<file path="config.mk">
export PLATFORM = sky130hd
export DESIGN_NAME = addsub_pipe
export DESIGN_NICKNAME = d
export VERILOG_FILES = /design/src/rtl/addsub_pipe.sv
export SDC_FILE = /design/constraint.sdc
export NUM_CORES = 1
export LEC_CHECK = 0
export BUFFER_PORTS_ARGS = -buffer_cell sky130_fd_sc_hd__buf_2
export CAP_MARGIN = 40
export CORE_MARGIN = 2
export CORE_UTILIZATION = 45
export DETAILED_ROUTE_END_ITERATION = 12
export GPL_ROUTABILITY_DRIVEN = 1
export PLACE_DENSITY_LB_ADDON = 0.05
export SLEW_MARGIN = 10
export SYNTH_ARGS = -nofsm -noshare
export SYNTH_HDL_FRONTEND = slang
export SYNTH_SLANG_ARGS = --single-unit
</file>
<file path="constraint.sdc">
create_clock -name clk -period 3.8 [get_ports clk]
set_input_delay 0.38 -clock clk [delete_from_list [all_inputs] [get_ports clk]]
set_output_delay 0.38 -clock clk [all_outputs]
set_load 0.01 [all_outputs]
</file>
<file path="src/rtl/addsub_pipe.sv">
// Pipelined add/sub with a segmented carry chain and a valid/ready handshake.
// Build option ADDSUB_SAT_EN adds a per-beat sat input that clamps on overflow.
module addsub_pipe #(
  parameter int WIDTH  = 16,
  parameter int STAGES = 4
) (
  input  logic             clk,
  input  logic             rst,
  input  logic             in_valid,
  output logic             in_ready,
  input  logic [WIDTH-1:0] a,
  input  logic [WIDTH-1:0] b,
  input  logic             op_sub,
  input  logic             use_cin,
  input  logic             cin,
`ifdef ADDSUB_SAT_EN
  input  logic             sat,
`endif
  output logic             out_valid,
  input  logic             out_ready,
  output logic [WIDTH-1:0] result,
  output logic             carry,
  output logic             overflow,
  output logic             zero,
  output logic             negative
);

  localparam int SEG = WIDTH / STAGES;
  localparam int L   = STAGES - 1;

  logic              en;
  logic [STAGES-1:0] v;
  logic [STAGES-1:0] c;
  logic [STAGES-1:0] iv;
  logic [STAGES-1:0] ic;
  logic [STAGES-1:0] nc;
  logic [WIDTH-1:0]  ra [STAGES];
  logic [WIDTH-1:0]  rb [STAGES];
  logic [WIDTH-1:0]  rr [STAGES];
  logic [WIDTH-1:0]  ia [STAGES];
  logic [WIDTH-1:0]  ib [STAGES];
  logic [WIDTH-1:0]  ir [STAGES];
  logic [WIDTH-1:0]  nr [STAGES];
  logic [SEG:0]      t;
  logic              cm;
  logic              ov;
  logic [WIDTH-1:0]  fin;
`ifdef ADDSUB_SAT_EN
  logic [STAGES-1:0] rs;
  logic [STAGES-1:0] si;
`endif

  assign en        = !out_valid | out_ready;
  assign in_ready  = en;
  assign out_valid = v[L];
  assign result    = rr[L];
  assign carry     = c[L];

  // Stage k owns bits [k*SEG +: SEG]; operands ride along untouched.
  always_comb begin
    iv[0] = in_valid;
    ia[0] = a;
    ib[0] = op_sub ? ~b : b;
    ir[0] = '0;
    ic[0] = use_cin ? cin : op_sub;
    for (int k = 1; k < STAGES; k++) begin
      iv[k] = v[k-1];
      ia[k] = ra[k-1];
      ib[k] = rb[k-1];
      ir[k] = rr[k-1];
      ic[k] = c[k-1];
    end
    t = '0;
    for (int k = 0; k < STAGES; k++) begin
      t = {1'b0, ia[k][k*SEG +: SEG]}
        + {1'b0, ib[k][k*SEG +: SEG]}
        + {{SEG{1'b0}}, ic[k]};
      nr[k] = ir[k];
      nr[k][k*SEG +: SEG] = t[SEG-1:0];
      nc[k] = t[SEG];
    end
  end

`ifdef ADDSUB_SAT_EN
  always_comb begin
    si[0] = sat;
    for (int k = 1; k < STAGES; k++) si[k] = rs[k-1];
  end
`endif

  // Carry into the MSB recovered from the MSB sum bit.
  always_comb begin
    cm  = nr[L][WIDTH-1] ^ ia[L][WIDTH-1] ^ ib[L][WIDTH-1];
    ov  = cm ^ nc[L];
    fin = nr[L];
`ifdef ADDSUB_SAT_EN
    if (si[L] && ov)
      fin = nr[L][WIDTH-1] ? {1'b0, {(WIDTH-1){1'b1}}}
                           : {1'b1, {(WIDTH-1){1'b0}}};
`endif
  end

  always_ff @(posedge clk) begin
    if (rst) begin
      v        <= '0;
      c        <= '0;
      overflow <= 1'b0;
      zero     <= 1'b0;
      negative <= 1'b0;
      for (int k = 0; k < STAGES; k++) begin
        ra[k] <= '0;
        rb[k] <= '0;
        rr[k] <= '0;
      end
`ifdef ADDSUB_SAT_EN
      rs <= '0;
`endif
    end else if (en) begin
      v <= iv;
      c <= nc;
      for (int k = 0; k < STAGES; k++) begin
        ra[k] <= ia[k];
        rb[k] <= ib[k];
        rr[k] <= nr[k];
      end
      rr[L]    <= fin;
      overflow <= ov;
      zero     <= (fin == '0);
      negative <= fin[WIDTH-1];
`ifdef ADDSUB_SAT_EN
      rs <= si;
`endif
    end
  end

endmodule

</file>
Yosys cells after proc, flatten, opt, wreduce, memory -nomap -nowiden

Memory sizes are Yosys's and may differ from the RTL's.
Cells that the tools add are included.

Word-level logic and storage cells: 56
Register bits after elaboration: 11
Input bits: 39
Output and inout port bits: 22
Memory bits (writable): 192
Memories: 3

Memory list:

| memory | depth | bits a word | rd ports | clocked after memory_dff | wr ports | line | RTL |
|---|---|---|---|---|---|---|---|
| ra     | 4     | 16          | 3        | 0                        | 4        | 37   | `logic [WIDTH-1:0] ra [STAGES];` |
| rb     | 4     | 16          | 3        | 0                        | 4        | 38   | `logic [WIDTH-1:0] rb [STAGES];` |
| rr     | 4     | 16          | 4        | 0                        | 4        | 39   | `logic [WIDTH-1:0] rr [STAGES];` |

Multiplexer cells: 20
$add $sub $neg: 8
Bitwise operators: 18
Reduce and logical (&&, ||, !) cells: 2

Operator list:

| cell             | count |
|---|---|
| $mux 16          | 14 |
| $add 4x4->5      | 4 |
| $add 5x1->5      | 4 |
| $logic_not 16->1 | 1 |
| $not 16->16      | 1 |
| $or 1x1->1       | 14 |
| $mux 1           | 6 |
| $xor 1x1->1      | 3 |
| $logic_not 1->1  | 1 |

Logic depth before layout (Yosys ltp)

Gate-level depths: netlist (run 1).

Word-level depth: 7
Gate-level depth with buffers: 8
Gate-level depth less buffers: 6

Worst setup path before layout (run 1)

OpenSTA, ideal clock, no wires.

Path kind: register to register
Start: reg v[3]
End: mem ra[0][10] (enable)
Period minus slack after synthesis: 3134 ps
Required time: 3358 ps
Stages on the path, launching flop included: 6
Path buffers: 1
Setup slack: 666 ps
Data arrival time: 2692 ps
Setup time: 442 ps
Cells stage by stage: dfxtp_1 -> nor2b_1 -> inv_1 -> clkbuf_1 -> nor2_1 -> inv_1

RTL lines:

| item                   | line | RTL |
|---|---|---|
| start, declared        | 32   | `logic [STAGES-1:0] v;` |
| start signal, assigned | 119  | `v <= iv;` |
| end, declared          | 37   |  |

==> impl_metrics.yaml, run 1 <==
clock_tree:
  cts-root-buf: "clkbuf_8"
  path_clk_slew_ns: 0.09
  clockBufferDepth: 2
  cts_sinks: 99
  htreeDepth: 3
  post-cts-setup-buffers: 0
  ctsHoldBuffers: 0
  worstSkewPairLatency_ns: 0.36
  cts_resized: 0
  cts_buffers: 9
  cts_tree: "done"
placed_design:
  place_area_mm2: 0.00481
  gp_congestion: 0.740
  dpl.hpwl_um: 4360
  port-buffer-count: 60
floorplanning:
  chipHeight_um: 102
  start_util_pct: 46.5
  dieArea_mm2: 0.0104
  fp-row-count: 35
  die-width_um: 102
  num_io_pins: 61
  core_area_mm2: 0.00928
sta:
  slew_viol_final: 0
  fin_skew_ns: 0.0101
  fin_crit_sh_pct: 63.8
  fin_setup_tns_ns: 0
  rsz0062_at_grt: "no"
  finalSetupViolCount: 0
  fmax_mhz: 413
  worst_slew_pin_slew_ns: 0.679
  period_minus_slack_ns: 2.42
  hold_viol: 0
  maxSlewHeadroom_pct: 54.6
global_routing:
  grt_pass1_wl_um: 10700
  grtUsageTotal_pct: 13.6
  grt_pass1_vias: 2278
  antenna_found_initial: 0
  grt_max_degree: 43
  grt_remaining_overflow: 0
routing:
  drt_iter0_drc: 83
  routed_via_density: 4.72
  drtAntennaViolNets: 0
  drt_first_pass_iters: 4
  drc: 0
  post_drt_wl_per_cell_um: 12.5
  wl_um: 6380
  via_count: 2405
finish:
  final_area_mm2: 0.00498
  multi_input_area_mm2: 0.00139
  n_antenna_cell: 0
  nFillCells: 877
  layout-drive-gt1-share_pct: 22.3
  syn_to_final_growth_pct: 15.1
  register_area_mm2: 0.00286
  layout.nets: 435
  utilization_pct: 53.6
logic_synthesis:
  syn-cell-area_mm2: 0.00432
  synth.top_cell.area_share_pct: 61.1
  ys_seq_elements: 99
  synth.largest_area_cell: "edfxtp_1"
  synth.avg_cell_area_um2: 13.8
  synth_nets: 372
  ys_seq_area_share_pct: 66.2
  ys_top_cells_by_area: "edfxtp_1, and2_1, dfxtp_1"
  synthArstFlopShare_pct: 0
  ys_warn_count: 0
  ys_types: 33
  synth-edff-count: 88
  synth_commonest_cells: "edfxtp_1, and2_1, nor2_1, xnor2_1, ha_1"
  post_synth_inst_count: 313
  yosys_most_used_dff: "edfxtp_1"
  synth_most_common_cell: "edfxtp_1"
critical_path:
  regToRegSetupSlack_ns: 1.38
  crit_fanout: 2
  crit_top_cell: "fa_1"
  required_ns: 4.10
  crit_chain: "fa_1, fa_1, nor4_1, nand4_1, nor4b_1, a22o_1"
  cp-start-kind: "register"
  slowest_delay_ns: 0.48
  crit_type: "reg -> reg"
  end_kind: "register"
  crit_arrival_ns: 2.73
  slowest_stage: "fa_1"
power:
  p_leak_nw: 2.17
  vdd_ir_drop_max_mv: 0.159
  cellPowerDensity_mw_per_mm2: 419
  finalPower_mw: 2.08
run:
  maxCapViolCount: 0
outcome:
  status: "completed"
hold_path:
  hold_path_class: "in -> reg"
[worst max-delay path: cells and delay by family (launching register included)]
family / cells / cell delay, ns
and+or+nand+nor: 3 / 0.86
adders and majority gates: 2 / 0.95
AOI/OAI and AO/OA: 1 / 0.16
DFF: 1 / 0.40
[cell type report]
class	count	share of cell area, %
inverter	5	0.402
multi-input combinational	195	28.0
clock inverter	7	0.880
timing repair buffer	66	7.49
clock buffer	9	2.49
sequential	99	57.5
tap	129	3.24
[worst paths after layout]
kind         startpoint    to  depth (start not counted)
max           ra[0][44]  zero                          6
min            in_valid  v[0]                          3
max reg2reg   ra[0][44]  zero                          6
min reg2reg        v[1]  v[1]                          2
[kinds of logic (layout without fill, tap and decap cells)]
logic type / after synthesis / count (layout) / synth area share (%)
AND/OR/NAND/NOR: 127 / 127 / 16.1
flip-flops: 99 / 99 / 66.2
AO/OA/AOI/OAI: 24 / 24 / 3.79
XOR/XNOR: 23 / 23 / 4.66
adder cells (fa/ha/maj): 20 / 20 / 7.18
buffers and inverters: 19 / 87 / 1.74
multiplexers: 1 / 1 / 0.261
[metrics by stage]
| step | setup WS [ns] | std cells | hold slack [ns] |
|---|---|---|---|
| after floorplan | 0.666 | 313 | 0.432 |
| after global placement | 1.32 | 492 | 0.441 |
| after detailed placement | 1.26 | 494 | 0.446 |
| after CTS | 1.38 | 510 | 0.276 |
| after global routing | 1.30 | 510 | 0.272 |
| final | 1.38 | 510 | 0.282 |
[metal layers]
layer / global-route usage, % / vias to the layer above / wire length (um)
li1: - / 1208 / -
met1: 17.9 / 1134 / 2970
met2: 21.3 / 56 / 3000
met3: 4.17 / 7 / 319
met4: 4.92 / 0 / 84
met5: 0 / - / 0
[state kept, by name, indices dropped and copies added (netlist names)]
name,flops
rr,40
ra,24
v,4
c,4
rb,24
zero,1
negative,1
overflow,1
[placed cells by master (no fill, tap or decap), types with 2 or more instances in the layout]
| cell | Yosys | layout |
|---|---|---|
| buf_2 | 3 | 60 |
| o21ai_0 | 2 | 2 |
| xnor2_1 | 16 | 16 |
| inv_1 | 5 | 4 |
| nor2_1 | 30 | 29 |
| a21oi_1 | 7 | 7 |
| clkinvlp_4 | 0 | 2 |
| clkinv_1 | 0 | 3 |
| edfxtp_1 | 88 | 88 |
| fa_1 | 8 | 8 |
| nand4_1 | 2 | 2 |
| a211oi_1 | 4 | 4 |
| nand2_1 | 9 | 9 |
| ha_1 | 12 | 12 |
| a21o_1 | 6 | 6 |
| nor2b_1 | 3 | 3 |
| nor3_1 | 5 | 5 |
| and2_1 | 67 | 67 |
| clkbuf_8 | 0 | 9 |
| buf_4 | 0 | 4 |
| xor2_1 | 7 | 7 |
| nor4_1 | 3 | 3 |
| nand3_1 | 2 | 2 |
| dfxtp_1 | 11 | 11 |
[report_power, final]
part           internal [mW]  switching, mW
sequential              1.26         0.0244
combinational          0.104          0.101
clock                  0.235          0.356
(Power assumes the default switching activity.)
==> run 2: changes to the inputs <==
--- a/config.mk
+++ b/config.mk
@@ -5,6 +5,7 @@
 export SDC_FILE = /design/constraint.sdc
 export NUM_CORES = 1
 export LEC_CHECK = 0
+export ABC_AREA = 1
 export BUFFER_PORTS_ARGS = -buffer_cell sky130_fd_sc_hd__buf_2
 export CAP_MARGIN = 40
 export CORE_MARGIN = 2
==> constraint.sdc (replaced) <==
create_clock -name clk -period 2.33 [get_ports clk]
set_input_delay 0.233 -clock clk [delete_from_list [all_inputs] [get_ports clk]]
set_output_delay 0.233 -clock clk [all_outputs]
set_load 0.01 [all_outputs]
==> impl_metrics.yaml, run 2 <==
outcome:
  status: "completed"
placed_design:
  dpl.hpwl_um: 4500
  port-buffer-count: 60
  gp_congestion: 0.783
  post-place-cells: 584
logic_synthesis:
  synthAdderAreaFrac_pct: 6.99
  post_synth_inst_count: 397
  ys_warn_count: 0
  synth.avg_cell_area_um2: 11.2
  synth.largest_area_cell: "edfxtp_1"
  ys_top_cells_by_area: "edfxtp_1, inv_1, nor2_1"
  synthArstFlopShare_pct: 0
  synth_xor_area_share_pct: 3.35
  ys_types: 24
  synth-edff-count: 88
  synth_top_family_by_area: "simple AND/OR/NAND/NOR gates"
  yosys_most_used_dff: "edfxtp_1"
  ys_seq_area_share_pct: 64.5
  synth_commonest_cells: "edfxtp_1, inv_1, nor2_1, nand2_1, nand3_1"
  synth_compound_area_share_pct: 2.96
  syn-cell-area_mm2: 0.00444
  synth_simple_gate_area_share_pct: 12.7
  synth.top_cell.area_share_pct: 59.5
  synth_nets: 456
  ys_seq_elements: 99
  synth_mux_area_share_pct: 0.254
global_routing:
  grt_pass1_vias: 2505
  grtUsageTotal_pct: 14.3
  antenna_found_initial: 0
  grt_max_degree: 55
  grt_remaining_overflow: 0
  grt_pass1_wl_um: 11400
routing:
  routed_via_density: 4.40
  wl_um: 6920
  drt_iter0_drc: 79
  drtAntennaViolNets: 0
  drc: 0
  drt_first_pass_iters: 4
  via_count: 2639
  post_drt_wl_per_cell_um: 11.5
sta:
  worst_slew_pin_slew_ns: 0.577
  finalSetupViolCount: 0
  rsz0062_at_grt: "no"
  maxSlewHeadroom_pct: 61.5
  fmax_mhz: 521
  slew_viol_final: 0
  hold_viol: 0
  fin_crit_sh_pct: 82.4
  period_minus_slack_ns: 1.92
  fin_skew_ns: 0.00881
  fin_setup_tns_ns: 0
hold_path:
  hold_path_class: "in -> reg"
power:
  p_leak_nw: 2.35
  vdd_ir_drop_max_mv: 0.306
  finalPower_mw: 3.52
  cellPowerDensity_mw_per_mm2: 693
critical_path:
  reg2reg_depth: 7
  end_kind: "register"
  cp.depth: 7
  worst-path-buf-inv: 0
  cp-start-kind: "register"
  worstReg2RegEnd: "zero"
  worstSetupEndpoint: "zero"
  slowest_stage: "fa_1"
  regToRegSetupSlack_ns: 0.41
  crit_chain: "fa_1, fa_1, nor2_1, nand3_1, nor3_1, nand3_1, nand2_1"
  crit_fanout: 2
  crit_family: "adder cells"
  worstReg2RegStart: "ra[0][44]"
  startpoint: "ra[0][44]"
  slowest_delay_ns: 0.46
  crit_arrival_ns: 2.23
  crit_type: "reg -> reg"
  required_ns: 2.64
floorplanning:
  start_util_pct: 45.8
  num_io_pins: 61
  die-width_um: 103
  core_area_mm2: 0.00968
  fp-row-count: 36
  dieArea_mm2: 0.0107
  chipHeight_um: 103
finish:
  syn_to_final_growth_pct: 14.5
  register_area_mm2: 0.00286
  instances_no_fill: 600
  largest_reg_flops: 40
  layout.nets: 521
  n_antenna_cell: 0
  layout-drive-gt1-share_pct: 18.0
  nFillCells: 876
  top_register: "rr"
  final_cell_mix: "inv_1, edfxtp_1, nor2_1"
  reg.largest.list: "rr (40), ra (24), rb (24)"
  multi_input_area_mm2: 0.00117
clock_tree:
  clockBufferDepth: 2
  worstSkewPairLatency_ns: 0.36
  cts_tree: "done"
  cts_resized: 0
  cts-root-buf: "clkbuf_8"
  post-cts-setup-buffers: 0
  path_clk_slew_ns: 0.09
  htreeDepth: 3
  cts_sinks: 99
  cts_buffers: 9
  ctsHoldBuffers: 0
run:
  maxCapViolCount: 0
==> run 2: changes by cell type after synthesis, moves of 6 or more <==
cell / change
nand3_1: +13
clkbuf_1: -11
nand2_1: +18
a21o_1: -6
inv_1: +83
nor2_1: +54
and2_1: -67
o21ai_0: +10
==> run 2: cell families (layout without fill, tap and decap cells) <==
family / Yosys count / after routing
simple gates: 134 / 134
buf+inv: 101 / 171
flops: 99 / 99
compound gates: 25 / 25
fa+ha+maj: 20 / 20
xor+xnor: 17 / 17
mux: 1 / 1
==> run 2: how the worst min path moves through the flow <==
stage | to | cells past startpoint | start | slack (ns)
floorplan | v[3] | 1 | rst | 0.33
global placement | negative | 2 | negative | 0.43
detailed placement | v[0] | 3 | in_valid | 0.45
CTS | v[0] | 3 | in_valid | 0.05
global route | v[0] | 3 | in_valid | 0.09
finish | v[0] | 3 | in_valid | 0.07
==> run 2: worst register-to-register path: stages (launching register included) <==
cell	delay, ns
edfxtp_1	0.40
fa_1	0.44
fa_1	0.46
nor2_1	0.12
nand3_1	0.08
nor3_1	0.21
nand3_1	0.10
nand2_1	0.06
==> run 2: area by class of cell <==
class	count	area share, %
repair buffers	65	7.14
inverters	90	6.65
multi-input cells	197	23.0
well taps	133	3.27
flip-flops and latches	99	56.3
clock buffers	9	2.44
clock inverters	7	1.16
==> run 2: stage by stage <==
step           area, um2  utilization [%]  setup WS, ns  hold WS, ns
2_1_floorplan       4440                -         0.205        0.333
3_3_place_gp        4900             50.6         0.411        0.432
3_5_place_dp        4900             50.6         0.367        0.448
4_1_cts             5080             52.5         0.369       0.0472
5_1_grt             5080             52.5         0.294       0.0867
6_report            5080             52.5         0.411       0.0714
==> run 2: metal layers <==
metal	share of wire (%)	track usage, %	wire (um)
met5	0	0	0
met2	49	23.5	3380
met3	3.8	4.17	262
met1	46	17.9	3160
met4	1.7	5.77	116
==> run 2: where the power goes <==
group / internal, mW / switching [mW] / total, mW / leakage (nW)
Combinational: 0.156 / 0.209 / 0.365 / 1.12
Clock: 0.483 / 0.570 / 1.05 / 0.0931
Sequential: 2.06 / 0.0413 / 2.10 / 1.13
Total: 2.70 / 0.820 / 3.52 / 2.35
